<file path="src/rtl/thunderbird_lights_gen.sv">
// Thunderbird-style tail-light generator with LAMPS lamps per side.
// Turn requests light the lamps one by one from the inner lamp outwards.
// A hazard request, or left and right together, flashes both banks.
// A prescaler divides clk so that the pattern advances once every TICK_DIV clocks.
module thunderbird_lights_gen #(
  parameter int LAMPS    = 3,
  parameter int TICK_DIV = 1
) (
  input  logic             clk,
  input  logic             reset,
  input  logic             left,
  input  logic             right,
  input  logic             hazard,
  output logic [LAMPS-1:0] l_lamps,
  output logic [LAMPS-1:0] r_lamps,
  output logic             busy
);

  // Reject illegal parameter values at elaboration time.
  if (LAMPS < 1) begin : g_bad_lamps
    $fatal(1, "thunderbird_lights_gen: LAMPS must be >= 1");
  end
  if (TICK_DIV < 1) begin : g_bad_div
    $fatal(1, "thunderbird_lights_gen: TICK_DIV must be >= 1");
  end

  localparam int SW = $clog2(LAMPS + 1);
  localparam int CW = (TICK_DIV > 1) ? $clog2(TICK_DIV) : 1;

  typedef enum logic [1:0] {
    IDLE = 2'd0,
    LSEQ = 2'd1,
    RSEQ = 2'd2,
    HAZ  = 2'd3
  } state_t;

  state_t            state_q;
  logic [SW-1:0]     step_q;
  logic [CW-1:0]     tick_cnt_q;
  logic [LAMPS-1:0]  l_lamps_q;
  logic [LAMPS-1:0]  r_lamps_q;
  logic              busy_q;

  logic              tick_s;
  logic              haz_req_s;

  // Thermometer code: bits [n-1:0] set, the rest clear.
  function automatic logic [LAMPS-1:0] therm(input logic [SW-1:0] n);
    logic [LAMPS-1:0] v;
    v = {LAMPS{1'b0}};
    for (int i = 0; i < LAMPS; i++) begin
      v[i] = (i < int'(n));
    end
    return v;
  endfunction

  // Tick strobe and combined hazard request.
  always_comb begin
    tick_s    = (tick_cnt_q == CW'(TICK_DIV - 1));
    haz_req_s = hazard | (left & right);
  end

  // Prescaler, sequencer FSM and registered lamp outputs.
  always_ff @(posedge clk) begin
    if (reset) begin
      state_q    <= IDLE;
      step_q     <= {SW{1'b0}};
      tick_cnt_q <= {CW{1'b0}};
      l_lamps_q  <= {LAMPS{1'b0}};
      r_lamps_q  <= {LAMPS{1'b0}};
      busy_q     <= 1'b0;
    end else begin
      if (tick_s) begin
        tick_cnt_q <= {CW{1'b0}};
      end else begin
        tick_cnt_q <= tick_cnt_q + CW'(1);
      end

      if (tick_s) begin
        case (state_q)
          IDLE: begin
            if (haz_req_s) begin
              state_q   <= HAZ;
              step_q    <= {SW{1'b0}};
              l_lamps_q <= {LAMPS{1'b1}};
              r_lamps_q <= {LAMPS{1'b1}};
              busy_q    <= 1'b1;
            end else if (left) begin
              state_q   <= LSEQ;
              step_q    <= SW'(1);
              l_lamps_q <= therm(SW'(1));
              r_lamps_q <= {LAMPS{1'b0}};
              busy_q    <= 1'b1;
            end else if (right) begin
              state_q   <= RSEQ;
              step_q    <= SW'(1);
              l_lamps_q <= {LAMPS{1'b0}};
              r_lamps_q <= therm(SW'(1));
              busy_q    <= 1'b1;
            end else begin
              state_q   <= IDLE;
              step_q    <= {SW{1'b0}};
              l_lamps_q <= {LAMPS{1'b0}};
              r_lamps_q <= {LAMPS{1'b0}};
              busy_q    <= 1'b0;
            end
          end
          LSEQ, RSEQ: begin
            if (haz_req_s) begin
              // Only a hazard request may cut a running sequence short.
              state_q   <= HAZ;
              step_q    <= {SW{1'b0}};
              l_lamps_q <= {LAMPS{1'b1}};
              r_lamps_q <= {LAMPS{1'b1}};
              busy_q    <= 1'b1;
            end else if (step_q < SW'(LAMPS)) begin
              step_q <= step_q + SW'(1);
              busy_q <= 1'b1;
              if (state_q == LSEQ) begin
                l_lamps_q <= therm(step_q + SW'(1));
                r_lamps_q <= {LAMPS{1'b0}};
              end else begin
                l_lamps_q <= {LAMPS{1'b0}};
                r_lamps_q <= therm(step_q + SW'(1));
              end
            end else begin
              // All lamps were lit: spend one step dark before re-arming.
              state_q   <= IDLE;
              step_q    <= {SW{1'b0}};
              l_lamps_q <= {LAMPS{1'b0}};
              r_lamps_q <= {LAMPS{1'b0}};
              busy_q    <= 1'b0;
            end
          end
          HAZ: begin
            // Dark half of the flash; IDLE re-enters HAZ if the request persists.
            state_q   <= IDLE;
            step_q    <= {SW{1'b0}};
            l_lamps_q <= {LAMPS{1'b0}};
            r_lamps_q <= {LAMPS{1'b0}};
            busy_q    <= 1'b0;
          end
          default: begin
            state_q   <= IDLE;
            step_q    <= {SW{1'b0}};
            l_lamps_q <= {LAMPS{1'b0}};
            r_lamps_q <= {LAMPS{1'b0}};
            busy_q    <= 1'b0;
          end
        endcase
      end else begin
        state_q   <= state_q;
        step_q    <= step_q;
        l_lamps_q <= l_lamps_q;
        r_lamps_q <= r_lamps_q;
        busy_q    <= busy_q;
      end
    end
  end

  assign l_lamps = l_lamps_q;
  assign r_lamps = r_lamps_q;
  assign busy    = busy_q;

endmodule

</file>
<file path="config.mk">
export PLATFORM = sky130hd
export DESIGN_NAME = thunderbird_lights_gen
export DESIGN_NICKNAME = d
export VERILOG_FILES = /design/src/rtl/thunderbird_lights_gen.sv
export SDC_FILE = /design/constraint.sdc
export NUM_CORES = 1
export LEC_CHECK = 0
export BUFFER_PORTS_ARGS = -buffer_cell sky130_fd_sc_hd__buf_2
export CAP_MARGIN = 0
export CORE_MARGIN = 4
export CORE_UTILIZATION = 52
export DETAILED_ROUTE_END_ITERATION = 16
export HOLD_SLACK_MARGIN = 0.05
export PLACE_DENSITY = 0.75
export SYNTH_ARGS = -nofsm -noshare
export SYNTH_HDL_FRONTEND = slang
export SYNTH_SLANG_ARGS = --single-unit
export TNS_END_PERCENT = 30
</file>
<file path="constraint.sdc">
create_clock -name clk -period 2.2 [get_ports clk]
set_input_delay 0.44 -clock clk [delete_from_list [all_inputs] [get_ports clk]]
set_output_delay 0.44 -clock clk [all_outputs]
set_load 0.005 [all_outputs]
</file>
---- After elaboration in Yosys (flattened, before gate mapping) ----
Cells that the tools add are included.
Widths: inputs -> output; s select.
operators by class
  add/subtract/negate cells ............... 2
  $lt $le $gt $ge ......................... 4
  equal/unequal tests ..................... 4
  mux-type cells .......................... 31
  bitwise logic cells ..................... 3
  reduce and logical (&&, ||, !) cells .... 4
operators with widths
  cell                 number
  $mux 3               8
  $pmux 3 s3           2
  $mux 2               7
  $pmux 2 s3           2
  $mux 1               11
  $eq 2x2->1 const B   2
  $lt 1x2->1 const A   2
  $reduce_or 2->1      2
  $ne 3x3->1 const B   1
  $pmux 1 s3           1
  $add 2x1->2 const B  1
  $eq 2x1->1 const B   1
  $logic_not 2->1      1
  $lt 2x2->1 const A   1
  $lt 2x2->1 const B   1
  $reduce_and 2->1     1
  $add 1x1->1 const B  1
  $and 1x1->1          1
  $not 1->1            1
  $or 1x1->1           1
storage, ports and cells
  bits in registers ....................... 12
  input bits .............................. 5
  output and inout bits ................... 7
  word-level logic and storage cells ...... 54

---- Logic depth before layout (Yosys ltp) ----
  depth after elaboration ................. 6
  mapped depth ............................ 6
  mapped depth without buffers ............ 6

---- Worst setup path after synthesis ----
OpenSTA, ideal clock, no wires.
  path kind ............................... register to register
  from .................................... register state_q[0]
  to ...................................... register r_lamps_q[0], in the netlist r_lamps[0]
  library setup time ...................... 0.065 ns
  data arrival time ....................... 1.460 ns
  data required time ...................... 2.135 ns
  path slack .............................. 0.675 ns
  stages on the path, launching flop included .. 7
  path buffers ............................ 0
  period minus slack after synthesis ...... 1.525 ns
  cell sequence ........................... dfxtp_1 -> inv_1 -> ha_1 -> or4b_1 -> o2111ai_1 -> o21ai_1 -> nor2_1
between the ends
  cells in the longest elaborated chain, start to end .. 5
  elaborated cells between the ends (all ways) .. 9
  classes of those cells .................. eq/ne (3); mux (4); reduce/logical (2)
RTL lines
  what                    line     RTL
  start, declared         37       state_t state_q;
  start signal, assigned  152      state_q <= state_q;
  $eq 2x1->1              80, 119
  $mux 3                  119      if (state_q == LSEQ) begin
  $mux 3                  116      end else if (step_q < SW'(LAMPS)) begin
  $mux 3                  109      if (haz_req_s) begin
  $pmux 3 s3 (*)          80       case (state_q)
  end signal, assigned    114      r_lamps_q <= {LAMPS{1'b1}};
  end signal, assigned    121      r_lamps_q <= {LAMPS{1'b0}};
  end signal, assigned    124      r_lamps_q <= therm(step_q + SW'(1));
  end, declared           41       logic [LAMPS-1:0] r_lamps_q;
Every way passes the cells marked *; elsewhere a longest branch is shown, timed or not.
A chain may end at the register's enable or synchronous reset.

---- Worst setup path after layout ----
  from .................................... register state_q[0]
  to ...................................... register l_lamps_q[1], in the netlist l_lamps[1]
between the ends
  cells in the longest elaborated chain, start to end .. 5
  elaborated cells between the ends (all ways) .. 9
  classes of those cells .................. eq/ne (3); mux (4); reduce/logical (2)
RTL lines
  what                  line     RTL
  $eq 2x1->1            80, 119
  $mux 3                119
  $mux 3                116
  $mux 3                109
  $pmux 3 s3 (*)        80
  end signal, assigned  113      l_lamps_q <= {LAMPS{1'b1}};
  end signal, assigned  120      l_lamps_q <= therm(step_q + SW'(1));
  end signal, assigned  123      l_lamps_q <= {LAMPS{1'b0}};
  end, declared         40       logic [LAMPS-1:0] l_lamps_q;
Marked as above.

==> flow_summary.json <==
{
  "grt_pass1_wl_um": 2201,
  "cts-hold-fix-buffers": 0,
  "antenna_found_initial": 0,
  "ys_top_cells_by_count": "sky130_fd_sc_hd__dfxtp_1, sky130_fd_sc_hd__inv_1, sky130_fd_sc_hd__nor2_1",
  "power.net_switching_mw": 0.1677,
  "grt_start_max_net_pins": 15,
  "cts_tree": "yes",
  "detail_route.wirelength_um": 1387,
  "timing.critical_path.from": "state_q[0]$_SDFFE_PP0P_",
  "gp_congestion": 0.8548,
  "post_synth.cell_area_avg_um2": 8.537,
  "synthArstFlopShare_pct": 0,
  "ctsResizeCount": 0,
  "p_comb_share_pct": 26.2,
  "power_switching_share_pct": 31.75,
  "effective_utilization_at_floorplan_pct": 58.33,
  "clock_skew_ps": 1.062,
  "grt_setup_unrepaired": "false",
  "setup_slack_ps": 463.6,
  "timing.critical_path.to_type": "flip-flop",
  "vias": 569,
  "i_o_pin_count": 12,
  "avgRoutedWirePerCell_um": 13.21,
  "power_frac_clock_pct": 25.5,
  "critPathMaxFanout": 7,
  "place_worst_setup_slack_ps": 473.3,
  "sequential_power_share_pct": 48.3,
  "internal-power_mw": 0.3603,
  "cts_root_buf": "sky130_fd_sc_hd__clkbuf_4",
  "dieHeight_um": 44.01,
  "synth_cell_types": 26,
  "post_synth_inst_count": 79,
  "cellPowerDensity_nw_per_um2": 692.9,
  "syn-num-nets": 91,
  "routed_antenna_nets": 0,
  "critPathCapture": "l_lamps[1]$_SDFFE_PP0N_",
  "die-area_um2": 1937,
  "post-synth-top-area-cell": "sky130_fd_sc_hd__dfxtp_1",
  "number_of_synthesized_flops_with_an_enable_pin": 0,
  "synth.ff_latch_count": 12,
  "status": "complete, no violations",
  "chip_width_um": 44.01,
  "maxSlewHeadroom_pct": 65.46,
  "fraction_of_layout_instances_using_a_drive_strength_above_1_pct": 20.88,
  "setup_violations": 0,
  "vias_in_the_first_global_route": 523,
  "globalRouteOverflowTotal": 0,
  "cts.clk_slew.worst_paths_ps": 70,
  "clock_tree.buffer_depth": 2,
  "reg2reg_depth": 6,
  "post-route-period-util_pct": 78.93,
  "synth.area.top_cells": "sky130_fd_sc_hd__dfxtp_1, sky130_fd_sc_hd__ha_1, sky130_fd_sc_hd__a221oi_1, sky130_fd_sc_hd__inv_1, sky130_fd_sc_hd__nor2_1",
  "synth.most_common_cell": "sky130_fd_sc_hd__dfxtp_1",
  "dominantRegCellSynth": "sky130_fd_sc_hd__dfxtp_1",
  "synth-seq-area-share_pct": 35.62,
  "rr_endpoint": "l_lamps[1]$_SDFFE_PP0N_",
  "worst-endpoint-required_ps": 2370,
  "postCtsSetupRepairBufs": 0,
  "total_leakage_power_nw": 0.3362,
  "maxClockFrequency_mhz": 575.9,
  "placementRows": 12,
  "cts_htree_levels": 1,
  "cp-start-kind": "flip-flop",
  "final_nets": 105,
  "clock_insertion_delay_at_the_later_pin_of_the_skew_report_ps": 280,
  "finalSetupTns_ps": 0,
  "combined_area_of_all_synthesized_cells_um2": 674.4,
  "viasPerCell": 5.419,
  "drt_drc_violations_left": 0,
  "synth_largest_type_area_fraction_pct": 35.62,
  "numClockSinks": 12,
  "port_buffers": 11,
  "coreArea_um2": 1156,
  "drt-initial-drc-count": 8,
  "area.growth.synth_to_final_pct": 12.99,
  "tightestPinTransition_ps": 517.5,
  "post-dp-hpwl_um": 1082,
  "min-delay-path-class": "reg2reg",
  "number_of_iterations_in_the_first_detailed_routing_pass": 4,
  "synthesis.yosys.warnings": 0,
  "slew_violations": 0,
  "cts_buf_count": 3,
  "rrSetupSlack_ps": 460,
  "maxCapViolCount": 0,
  "insertedDiodeCount": 0,
  "ir_drop_v": 0.0004374,
  "data_arrival_critical_path_ps": 1910,
  "hold_viol_final": 0,
  "path_class": "reg2reg",
  "track_usage_pct": 15.78,
  "period_minus_slack_ps": 1736,
  "crit-reg2reg-launch": "state_q[0]$_SDFFE_PP0P_"
}
## worst min path at each step
stage / start / end / slack (ps) / cells after the start
global route: reset / step_q[1]$_SDFFE_PP0N_ / 480 / 2
global placement: busy$_SDFFE_PP0N_ / busy$_SDFFE_PP0N_ / 450 / 2
CTS: r_lamps[1]$_SDFFE_PP0N_ / r_lamps[1]$_SDFFE_PP0N_ / 470 / 2
finish: r_lamps[1]$_SDFFE_PP0N_ / r_lamps[1]$_SDFFE_PP0N_ / 470 / 2
detailed placement: r_lamps[1]$_SDFFE_PP0N_ / r_lamps[1]$_SDFFE_PP0N_ / 460 / 2
floorplan: r_lamps[1]$_SDFFE_PP0N_ / r_lamps[1]$_SDFFE_PP0N_ / 450 / 2
## state kept, by name, summed over array words and instances, names as in the netlist
name,flops
tick_cnt_q,1
busy,1
r_lamps,3
l_lamps,3
state_q,2
step_q,2
## placed cells by master, fill, tap and decap left out, drive strengths merged, types with 2 or more instances in the layout
cell | Yosys | routed
clkbuf | 2 | 3
a31oi | 3 | 3
nand2 | 4 | 4
inv | 10 | 10
dfxtp | 12 | 12
nor2 | 10 | 10
mux2i | 2 | 2
ha | 7 | 7
o21ai | 5 | 5
nor3 | 4 | 4
buf | 0 | 11
nand2b | 3 | 3
a21oi | 4 | 4
a221oi | 5 | 5
## metal layers
metal	track usage (%)	vias up	routed length [um]
met5	0	-	0
met4	5.422	0	8
met3	7.317	2	77
li1	-	299	-
met1	16.71	257	597
met2	27.33	11	703
## worst max-delay path: stages, from the launching register on
cell	delay, ps
sky130_fd_sc_hd__dfxtp_1	420
sky130_fd_sc_hd__inv_1	70
sky130_fd_sc_hd__ha_1	420
sky130_fd_sc_hd__nand2b_2	130
sky130_fd_sc_hd__nor3b_2	240
sky130_fd_sc_hd__nand2b_1	80
sky130_fd_sc_hd__a221oi_1	280
## cells by family after synthesis
kind of cell	after synthesis	share of synthesized area (%)
buffers and inverters	12	6.680
other	1	0.5561
AND/OR/NAND/NOR	24	18.92
XOR/XNOR	1	1.299
multiplexers	2	2.969
adder cells (fa/ha/maj)	7	12.99
AO/OA/AOI/OAI	20	20.96
flip-flops	12	35.62
## final cells by class
class,instances,area [um^2]
well taps,14,17.52
flip-flops and latches,12,240.2
repair buffers,11,55.05
multi-input cells,55,389.1
inverters,10,37.54
fillers,107,394.1
clock buffers,3,22.52
## power groups by stage
| stage | clock (mW) | sequential (mW) | combinational [mW] |
|---|---|---|---|
| 3_5_place_dp | 0 | 0.260 | 0.138 |
| 6_report | 0.134 | 0.255 | 0.138 |
| 2_1_floorplan | 0 | 0.257 | 0.0980 |
| 5_1_grt | 0.147 | 0.258 | 0.155 |
| 3_3_place_gp | 0 | 0.259 | 0.136 |
| 4_1_cts | 0.139 | 0.255 | 0.139 |
## through the flow
step / hold WS, ps / instances / power [mW] / util (%) / instance area, um^2
final: 465.8 / 105 / 0.5280 / 65.91 / 762.0
after global routing: 478.3 / 105 / 0.5599 / 65.91 / 762.0
after CTS: 467.9 / 105 / 0.5327 / 65.91 / 762.0
after detailed placement: 456.8 / 102 / 0.3985 / 63.96 / 739.5
after global placement: 447.2 / 102 / 0.3947 / 63.96 / 739.5
after floorplan: 453.7 / 79 / 0.3550 / - / 674.4
(Power assumes the default switching activity.)
